**src/rtl/serial_cmp_pkg.sv**
```systemverilog
// -----------------------------------------------------------------------------
// serial_cmp_pkg
// Shared definitions for the sequenced magnitude comparator:
//   - state_e      : controller states (IDLE, SCAN, DONE)
//   - SLICE_BITS   : operand bits examined per SCAN cycle
//   - clog2()      : ceiling log2, used to size the index and scan counter
// Optional build macro used by the controller: SERIAL_CMP_EARLY_EXIT_EN.
// -----------------------------------------------------------------------------
package serial_cmp_pkg;

   localparam int SLICE_BITS = 2;

   typedef enum logic [1:0] {
      ST_IDLE = 2'd0,
      ST_SCAN = 2'd1,
      ST_DONE = 2'd2
   } state_e;

   // Ceiling log2; clog2(1) = 0, clog2(5) = 3.
   function automatic int clog2(input int value);
      int res;
      int rem;
      res = 0;
      rem = value - 1;
      while (rem > 0) begin
         res = res + 1;
         rem = rem >> 1;
      end
      return res;
   endfunction

endpackage : serial_cmp_pkg

```
**src/rtl/serial_cmp_ctrl_cmp2_slice.sv**
```systemverilog
// -----------------------------------------------------------------------------
// cmp2_slice
// Purely combinational 2-bit unsigned magnitude comparator. Exactly one of
// gt_o / lt_o / eq_o is high for any input pair.
// Ports:
//   a_i  [1:0]  operand A slice
//   b_i  [1:0]  operand B slice
//   gt_o        a_i >  b_i
//   lt_o        a_i <  b_i
//   eq_o        a_i == b_i
// -----------------------------------------------------------------------------
module cmp2_slice
   import serial_cmp_pkg::*;
(
   input  logic [SLICE_BITS-1:0] a_i,
   input  logic [SLICE_BITS-1:0] b_i,
   output logic                  gt_o,
   output logic                  lt_o,
   output logic                  eq_o
);

   always_comb begin
      gt_o = (a_i > b_i);
      lt_o = (a_i < b_i);
      eq_o = (a_i == b_i);
   end

endmodule : cmp2_slice

```
**src/rtl/serial_cmp_ctrl.sv**
```systemverilog
// -----------------------------------------------------------------------------
// serial_cmp_ctrl
// Sequenced WIDTH-bit unsigned magnitude comparator. A single 2-bit slice
// comparator is time-shared, scanning the captured operands MSB-first, one
// slice per cycle. Results are registered and held until the next accept.
//
// Build option: define SERIAL_CMP_EARLY_EXIT_EN to leave SCAN as soon as a
// slice differs; otherwise every slice is always scanned (fixed latency).
//
// Ports:
//   clk       rising-edge clock
//   rst       synchronous, active-high reset
//   start     request, accepted only while ready=1
//   a_in      operand A, captured on the accept edge
//   b_in      operand B, captured on the accept edge
//   ready     high only in IDLE
//   done      one-cycle pulse (DONE state) when the result becomes valid
//   a_gt_b    registered result A > B
//   a_lt_b    registered result A < B
//   a_eq_b    registered result A == B
//   scan_cnt  number of slices examined by the last operation
//
// Handshake: an operation is accepted on a rising edge where start=1 and
// ready=1. start while ready=0 has no effect and the operands are not
// sampled. done is asserted for exactly one cycle per accepted operation
// unless rst intervenes.
//
// WIDTH must be even and >= 2.
// -----------------------------------------------------------------------------
module serial_cmp_ctrl
   import serial_cmp_pkg::*;
#(
   parameter  int WIDTH  = 8,
   localparam int NSLICE = WIDTH / 2,
   localparam int CNT_W  = clog2(NSLICE + 1)
) (
   input  logic             clk,
   input  logic             rst,
   input  logic             start,
   input  logic [WIDTH-1:0] a_in,
   input  logic [WIDTH-1:0] b_in,
   output logic             ready,
   output logic             done,
   output logic             a_gt_b,
   output logic             a_lt_b,
   output logic             a_eq_b,
   output logic [CNT_W-1:0] scan_cnt
);

   // Index needs at least one bit even for a single-slice build.
   localparam int IDX_W = (NSLICE > 1) ? clog2(NSLICE) : 1;

   // Plain vector encodings of the state enum.
   localparam logic [1:0] S_IDLE = ST_IDLE;
   localparam logic [1:0] S_SCAN = ST_SCAN;
   localparam logic [1:0] S_DONE = ST_DONE;

   logic [1:0]       state_q, state_d;
   logic [WIDTH-1:0] a_q, a_d;
   logic [WIDTH-1:0] b_q, b_d;
   logic [IDX_W-1:0] idx_q, idx_d;
   logic             gt_q, gt_d;
   logic             lt_q, lt_d;
   logic             eq_q, eq_d;
   logic [CNT_W-1:0] cnt_q, cnt_d;

   // Current slice selected by idx_q.
   logic [SLICE_BITS-1:0] a_slice;
   logic [SLICE_BITS-1:0] b_slice;
   logic                  s_gt;
   logic                  s_lt;
   logic                  s_eq;
   logic                  last_slice;

   always_comb begin
      a_slice = a_q[idx_q*SLICE_BITS +: SLICE_BITS];
      b_slice = b_q[idx_q*SLICE_BITS +: SLICE_BITS];
   end

   cmp2_slice u_slice (
      .a_i  (a_slice),
      .b_i  (b_slice),
      .gt_o (s_gt),
      .lt_o (s_lt),
      .eq_o (s_eq)
   );

   // SCAN ends on the LSB slice; with early exit it also ends on the first
   // differing slice. Once a slice differs the sticky flags are already set,
   // so the remaining slices cannot change the outcome either way.
`ifdef SERIAL_CMP_EARLY_EXIT_EN
   always_comb last_slice = (idx_q == '0) || !s_eq;
`else
   always_comb last_slice = (idx_q == '0);
`endif

   always_comb begin
      state_d = state_q;
      a_d     = a_q;
      b_d     = b_q;
      idx_d   = idx_q;
      gt_d    = gt_q;
      lt_d    = lt_q;
      eq_d    = eq_q;
      cnt_d   = cnt_q;

      case (state_q)
         S_IDLE: begin
            if (start) begin
               a_d     = a_in;
               b_d     = b_in;
               idx_d   = IDX_W'(NSLICE - 1);
               gt_d    = 1'b0;
               lt_d    = 1'b0;
               eq_d    = 1'b0;
               cnt_d   = '0;
               state_d = S_SCAN;
            end
         end

         S_SCAN: begin
            cnt_d = cnt_q + 1'b1;
            // Only the most significant differing slice decides the result.
            if (!gt_q && !lt_q && !s_eq) begin
               gt_d = s_gt;
               lt_d = s_lt;
            end
            if (last_slice) begin
               eq_d    = !gt_d && !lt_d;
               state_d = S_DONE;
            end else begin
               idx_d = idx_q - 1'b1;
            end
         end

         S_DONE: begin
            state_d = S_IDLE;
         end

         default: begin
            state_d = S_IDLE;
         end
      endcase
   end

   always_ff @(posedge clk) begin
      if (rst) begin
         state_q <= S_IDLE;
         a_q     <= '0;
         b_q     <= '0;
         idx_q   <= '0;
         gt_q    <= 1'b0;
         lt_q    <= 1'b0;
         eq_q    <= 1'b0;
         cnt_q   <= '0;
      end else begin
         state_q <= state_d;
         a_q     <= a_d;
         b_q     <= b_d;
         idx_q   <= idx_d;
         gt_q    <= gt_d;
         lt_q    <= lt_d;
         eq_q    <= eq_d;
         cnt_q   <= cnt_d;
      end
   end

   // The slice counter stops in DONE and is held through IDLE, so it directly
   // reports the slices examined by the last operation.
   always_comb begin
      ready    = (state_q == S_IDLE);
      done     = (state_q == S_DONE);
      a_gt_b   = gt_q;
      a_lt_b   = lt_q;
      a_eq_b   = eq_q;
      scan_cnt = cnt_q;
   end

endmodule : serial_cmp_ctrl

```
**config.mk**
```make
export PLATFORM = sky130hd
export DESIGN_NAME = serial_cmp_ctrl
export DESIGN_NICKNAME = d
export VERILOG_FILES = /design/src/rtl/serial_cmp_pkg.sv /design/src/rtl/serial_cmp_ctrl_cmp2_slice.sv /design/src/rtl/serial_cmp_ctrl.sv
export SDC_FILE = /design/constraint.sdc
export NUM_CORES = 1
export LEC_CHECK = 0
export BUFFER_PORTS_ARGS = -buffer_cell sky130_fd_sc_hd__buf_2
export CELL_PAD_IN_SITES_DETAIL_PLACEMENT = 0
export CELL_PAD_IN_SITES_GLOBAL_PLACEMENT = 2
export CORE_AREA = 2 2 63 65
export DETAILED_ROUTE_END_ITERATION = 7
export DIE_AREA = 0 0 65 67
export PLACE_DENSITY = 0.83
export SETUP_SLACK_MARGIN = 0.4
export SYNTH_ARGS = -nofsm -noshare
export SYNTH_HDL_FRONTEND = slang
export SYNTH_SLANG_ARGS = --single-unit
```
**constraint.sdc**
```tcl
create_clock -name clk -period 5.6 [get_ports clk]
set_input_delay 0.56 -clock clk [delete_from_list [all_inputs] [get_ports clk]]
set_output_delay 0.56 -clock clk [all_outputs]
set_load 0.005 [all_outputs]
```
After elaboration in Yosys (flattened, before gate mapping) --
Index checks and enable logic that the tools add are counted.
Storage, ports and cells: register bits 26, input bits 19, output and inout bits 8, word-level logic and storage cells 53
Operators by class: $add $sub $neg 2, $lt $le $gt $ge 2, equal/unequal tests 6, shift-type cells 2, multiplexer cells 17, reduce and logical (&&, ||, !) cells 16
Operators with widths (number):
- indexed part select 8 x 4 -> 2 bit | 2
- 2-to-1 mux 2 bit | 4
- one-hot mux 2 bit (2 select lines) | 2
- 2-to-1 mux 1 bit | 6
- != test 2 bit (second input constant) | 3
- one-hot mux 1 bit (2 select lines) | 3
- one-hot mux 3 bit (2 select lines) | 1
- AND reduction 2 bit | 3
- AND reduction 3 bit | 2
- logical NOT 1 bit | 5
- logical NOT 2 bit | 2
- adder 3 x 1 -> 3 bit (second input constant) | 1
- logical AND 1 bit | 3
- 2-to-1 mux 3 bit | 1
- equality test 2 x 1 -> 1 bit (second input constant) | 1
- equality test 2 bit | 1
- equality test 2 bit (second input constant) | 1
- > comparator 2 bit | 1
- less-than comparator 2 bit | 1
- nonzero test 2 bit | 1
- subtractor 2 x 1 -> 2 bit (second input constant) | 1

Logic depth before layout (Yosys ltp) --
depth after elaboration 10, mapped depth 7, depth with buffers taken out 6

Cells and area by module --
From an unflattened synthesis, not the netlist that was laid out.
Second synthesis, totals: cells, all modules 134, area, all modules 1174.9 sq um
Modules (own cells, without submodules):
- serial_cmp_ctrl | times used 1, cells an instance 125, area an instance 1112.3 sq um, sequential area each 520.5 sq um
- cmp2_slice | times used 1, cells an instance 9, area an instance 62.6 sq um, sequential area each 0.0 sq um

Worst setup path after synthesis --
No wires, ideal clock.
kind register to register, from register idx_q[0], to register gt_q (netlist: a_gt_b), setup time 0.146 ns, data arrival time 1.995 ns, required time 5.454 ns, setup slack 3.459 ns, stages on the path, launching flop included 7, path buffers 1, period minus slack after synthesis 2.141 ns, path through dfxtp_1 > buf_2 > mux4_2 > ha_1 > nand2b_1 > a2111oi_0 > o22ai_1
On the way: cells in the longest elaborated chain, start to end 7, elaborated cells between the ends (all ways) 9, classes of those cells order compare (1); eq/ne (1); shift (2); mux (3); reduce/logical (2)
Ends and longest elaborated chain:
- from (decl) | RTL line serial_cmp_ctrl.sv:61 | logic [IDX_W-1:0] idx_q, idx_d;
- from (signal assigned) | RTL line serial_cmp_ctrl.sv:160 | idx_q <= idx_d;
- indexed part select 8 x 4 -> 2 bit (on tied branches) | RTL line serial_cmp_ctrl.sv:76, serial_cmp_ctrl.sv:77
- equality test 2 bit | RTL line serial_cmp_ctrl_cmp2_slice.sv:25 | eq_o = (a_i == b_i);
- logical NOT 1 bit | RTL line serial_cmp_ctrl.sv:124 | if (!gt_q && !lt_q && !s_eq) begin
- logical AND 1 bit | RTL line serial_cmp_ctrl.sv:124
- 2-to-1 mux 1 bit * | RTL line serial_cmp_ctrl.sv:124
- 2-to-1 mux 1 bit * | RTL line serial_cmp_ctrl.sv:107 | case (state_q)
- one-hot mux 1 bit (2 select lines) * | RTL line serial_cmp_ctrl.sv:107
- to (signal assigned) | RTL line serial_cmp_ctrl.sv:161 | gt_q <= gt_d;
- to (decl) | RTL line serial_cmp_ctrl.sv:62 | logic gt_q, gt_d;
Every way passes the cells marked *; elsewhere a longest branch is shown, timed or not. The select of a mux whose other input is x is not followed. A chain may end at the register's enable or synchronous reset.

Worst setup path after layout --
Same ends and word-level chain as after synthesis.

==> impl_metrics.env <==
export IMPL_outcome="finished, final reports clean"
export IMPL_area_growth_pct=16.0
export IMPL_ys_top_cells_by_area="dfxtp_1 (44%), nand2_1 (11%), a21oi_1 (8.1%)"
export IMPL_yosys_warnings=0
export IMPL_max_cap_viol_count=0
export IMPL_cts_hold_buf=0
export IMPL_fin_cells=200
export IMPL_slew_violations=0
export IMPL_worstPathMaxFanout=6
export IMPL_crit_path_start_kind="register"
export IMPL_grt_pass1_wl_mm=4.11
export IMPL_slew_headroom_pct=50.6
export IMPL_synth_top_area_share_pct=44.2
export IMPL_rsz0062_at_grt="false"
export IMPL_syn_nets=154
export IMPL_cts_htree_levels=1
export IMPL_skew_ns=0.00144
export IMPL_ys_async_sr_fraction_pct=0
export IMPL_final_hold_violation_count=0
export IMPL_grt_overflow=0
export IMPL_worst_slack_ns=3.26
export IMPL_synth_cell_area_sq_mm=0.00118
export IMPL_pre_cts_ws_ns=3.26
export IMPL_yosysMostFrequentCell="nand2_1"
export IMPL_dieArea_sq_mm=0.00436
export IMPL_fp_dieW_microns=65
export IMPL_syn_area_per_cell_sq_um=9.00
export IMPL_critPathRequiredTime_ns=5.73
export IMPL_clkTransAtPathRegs_ns=0.09
export IMPL_fin_hold_ws_ns=0.458
export IMPL_core_region_area_sq_mm=0.00361
export IMPL_irDropWorstVdd_mv=0.0911
export IMPL_first_pass_iters=4
export IMPL_power_leakage_nw=0.578
export IMPL_clkLatencyLatePin_ns=0.27
export IMPL_synthFlopType="dfxtp_1"
export IMPL_tns_ns=0
export IMPL_viasPerCell=4.70
export IMPL_fmax_mhz=428
export IMPL_worstSetupPathType="register to register"
export IMPL_clockBufferDepth=2
export IMPL_yosys_top_cells_count="nand2_1 (35), dfxtp_1 (26), a21oi_1 (19), nor2_1 (6), inv_1 (5)"
export IMPL_synth_cells=131
export IMPL_cp_arrival_ns=2.47
export IMPL_synth_edf_count=0
export IMPL_dp_cells=196
export IMPL_post_synth_num_cell_types=29
export IMPL_synth_seq_area_share_pct=44.2
export IMPL_fill_cells=388
export IMPL_cts_resized=0
export IMPL_drc=0
export IMPL_cp_end_kind="register"
export IMPL_cts_setup_buffers=0
export IMPL_layout_drive_gt1_share_pct=25.0
export IMPL_hold_path_class="register to register"
export IMPL_nNetsFinal=176
export IMPL_clockRootBuffer="clkbuf_8"
export IMPL_tightest_slew_ns=0.740
export IMPL_tritoncts="yes"
export IMPL_grt_max_degree=29
export IMPL_start_util_pct=32.7
export IMPL_drt_iter0_drc=40
export IMPL_io_pins=27
export IMPL_rows=22
export IMPL_setup_viol=0
export IMPL_period_share_pct=41.8
export IMPL_dp_hpwl_mm=1.72
export IMPL_diodes=0
export IMPL_wl_per_cell_microns=11.8
export IMPL_die_h_microns=67
export IMPL_track_usage_pct=12.2
export IMPL_cts_buffers=3
export IMPL_wirelength_mm=2.36
export IMPL_portBuffers=26
export IMPL_ys_seq_elements=26
export IMPL_power_density_mw_per_mm2=293
export IMPL_cts_sinks=26
export IMPL_antenna_found_initial=0
export IMPL_synth_area_leader_cell="dfxtp_1"
export IMPL_vias=940
export IMPL_grt_pass1_vias=941
export IMPL_place_congestion=0.749
export IMPL_postRouteAntennaNets=0
export IMPL_layout_min_cycle_time_ns=2.34
-- state kept, by name, summed over array words and instances (netlist names) --
| register | count |
|---|---|
| a_q | 8 |
| b_q | 8 |
| scan_cnt | 3 |
| idx_q | 2 |
| state_q | 2 |
| a_eq_b | 1 |
| a_gt_b | 1 |
| a_lt_b | 1 |
-- path summary, 6_finish.rpt --
| check | to | depth (start not counted) | from | slack [ns] |
|---|---|---|---|---|
| max | a_gt_b$_SDFFE_PP0P_ | 6 | idx_q[0]$_SDFFE_PP0P_ | 3.26 |
| min | a_q[3]$_SDFFE_PP0P_ | 2 | a_q[3]$_SDFFE_PP0P_ | 0.46 |
| max reg2reg | a_gt_b$_SDFFE_PP0P_ | 6 | idx_q[0]$_SDFFE_PP0P_ | 3.26 |
| min reg2reg | a_q[3]$_SDFFE_PP0P_ | 2 | a_q[3]$_SDFFE_PP0P_ | 0.46 |
-- worst max-delay path, cell delays in order (launching register included) --
cell       delay [ns]
dfxtp_1          0.50
mux4_2           0.54
inv_1            0.08
ha_1             0.24
nand2b_1         0.14
a2111oi_0        0.55
o22ai_1          0.16
-- cell usage in the layout (no fill, tap or decap), drive strengths merged --
master and instances:
nand2 35, dfxtp 26, buf 26, a21oi 19, nor2 6, inv 5, mux4 4, ha 4
clkbuf 4, nand2b 3, nand3 3, nor2b 2, nor3b 2, nand3b 2, or3b 1, a21o 1
a221oi 1, a2111oi 1, o22ai 1, a32o 1, or4 1, nand4 1, o21ai 1, xor2 1
nor3 1
-- routing by layer --
metal | track usage (%) | wire length (microns) | up-vias
met5 | 0 | 0 | -
met4 | 6.38 | 46 | 0
met3 | 1.18 | 97 | 4
met2 | 21.5 | 1070 | 21
met1 | 14.7 | 1150 | 430
li1 | - | - | 485
-- area by class of cell --
cell class	instances	area (sq um)	area share, %
Tap cell	48	60.1	4.39
Sequential cell	26	520	38.1
Multi-Input combinational cell	91	583	42.6
Timing Repair Buffer	26	130	9.52
Clock buffer	4	55.1	4.03
Inverter	5	18.8	1.37
-- through the flow --
stage / area, sq um / util [%] / total power [mW]
4_1_cts: 1370 / 37.9 / 0.409
5_1_grt: 1370 / 37.9 / 0.426
3_5_place_dp: 1310 / 36.4 / 0.287
2_1_floorplan: 1180 / - / 0.268
3_3_place_gp: 1310 / 36.4 / 0.284
6_report: 1370 / 37.9 / 0.401
-- report_power, final --
group	leakage, nW	internal [mW]	switching, mW
clock	0.0288	0.0628	0.0569
combinational	0.336	0.0331	0.0361
sequential	0.213	0.198	0.0136
-- cell families after synthesis --
logic type               after synthesis  share of synthesized area (%)
AND/OR/NAND/NOR                       57                           24.3
flip-flops                            26                           44.2
AO/OA/AOI/OAI                         25                           12.5
buffers and inverters                 14                           6.37
multiplexers                           4                           7.64
adder cells (fa/ha/maj)                4                           4.25
XOR/XNOR                               1                          0.743
Note: power is estimated with default switching activity, not from simulation.
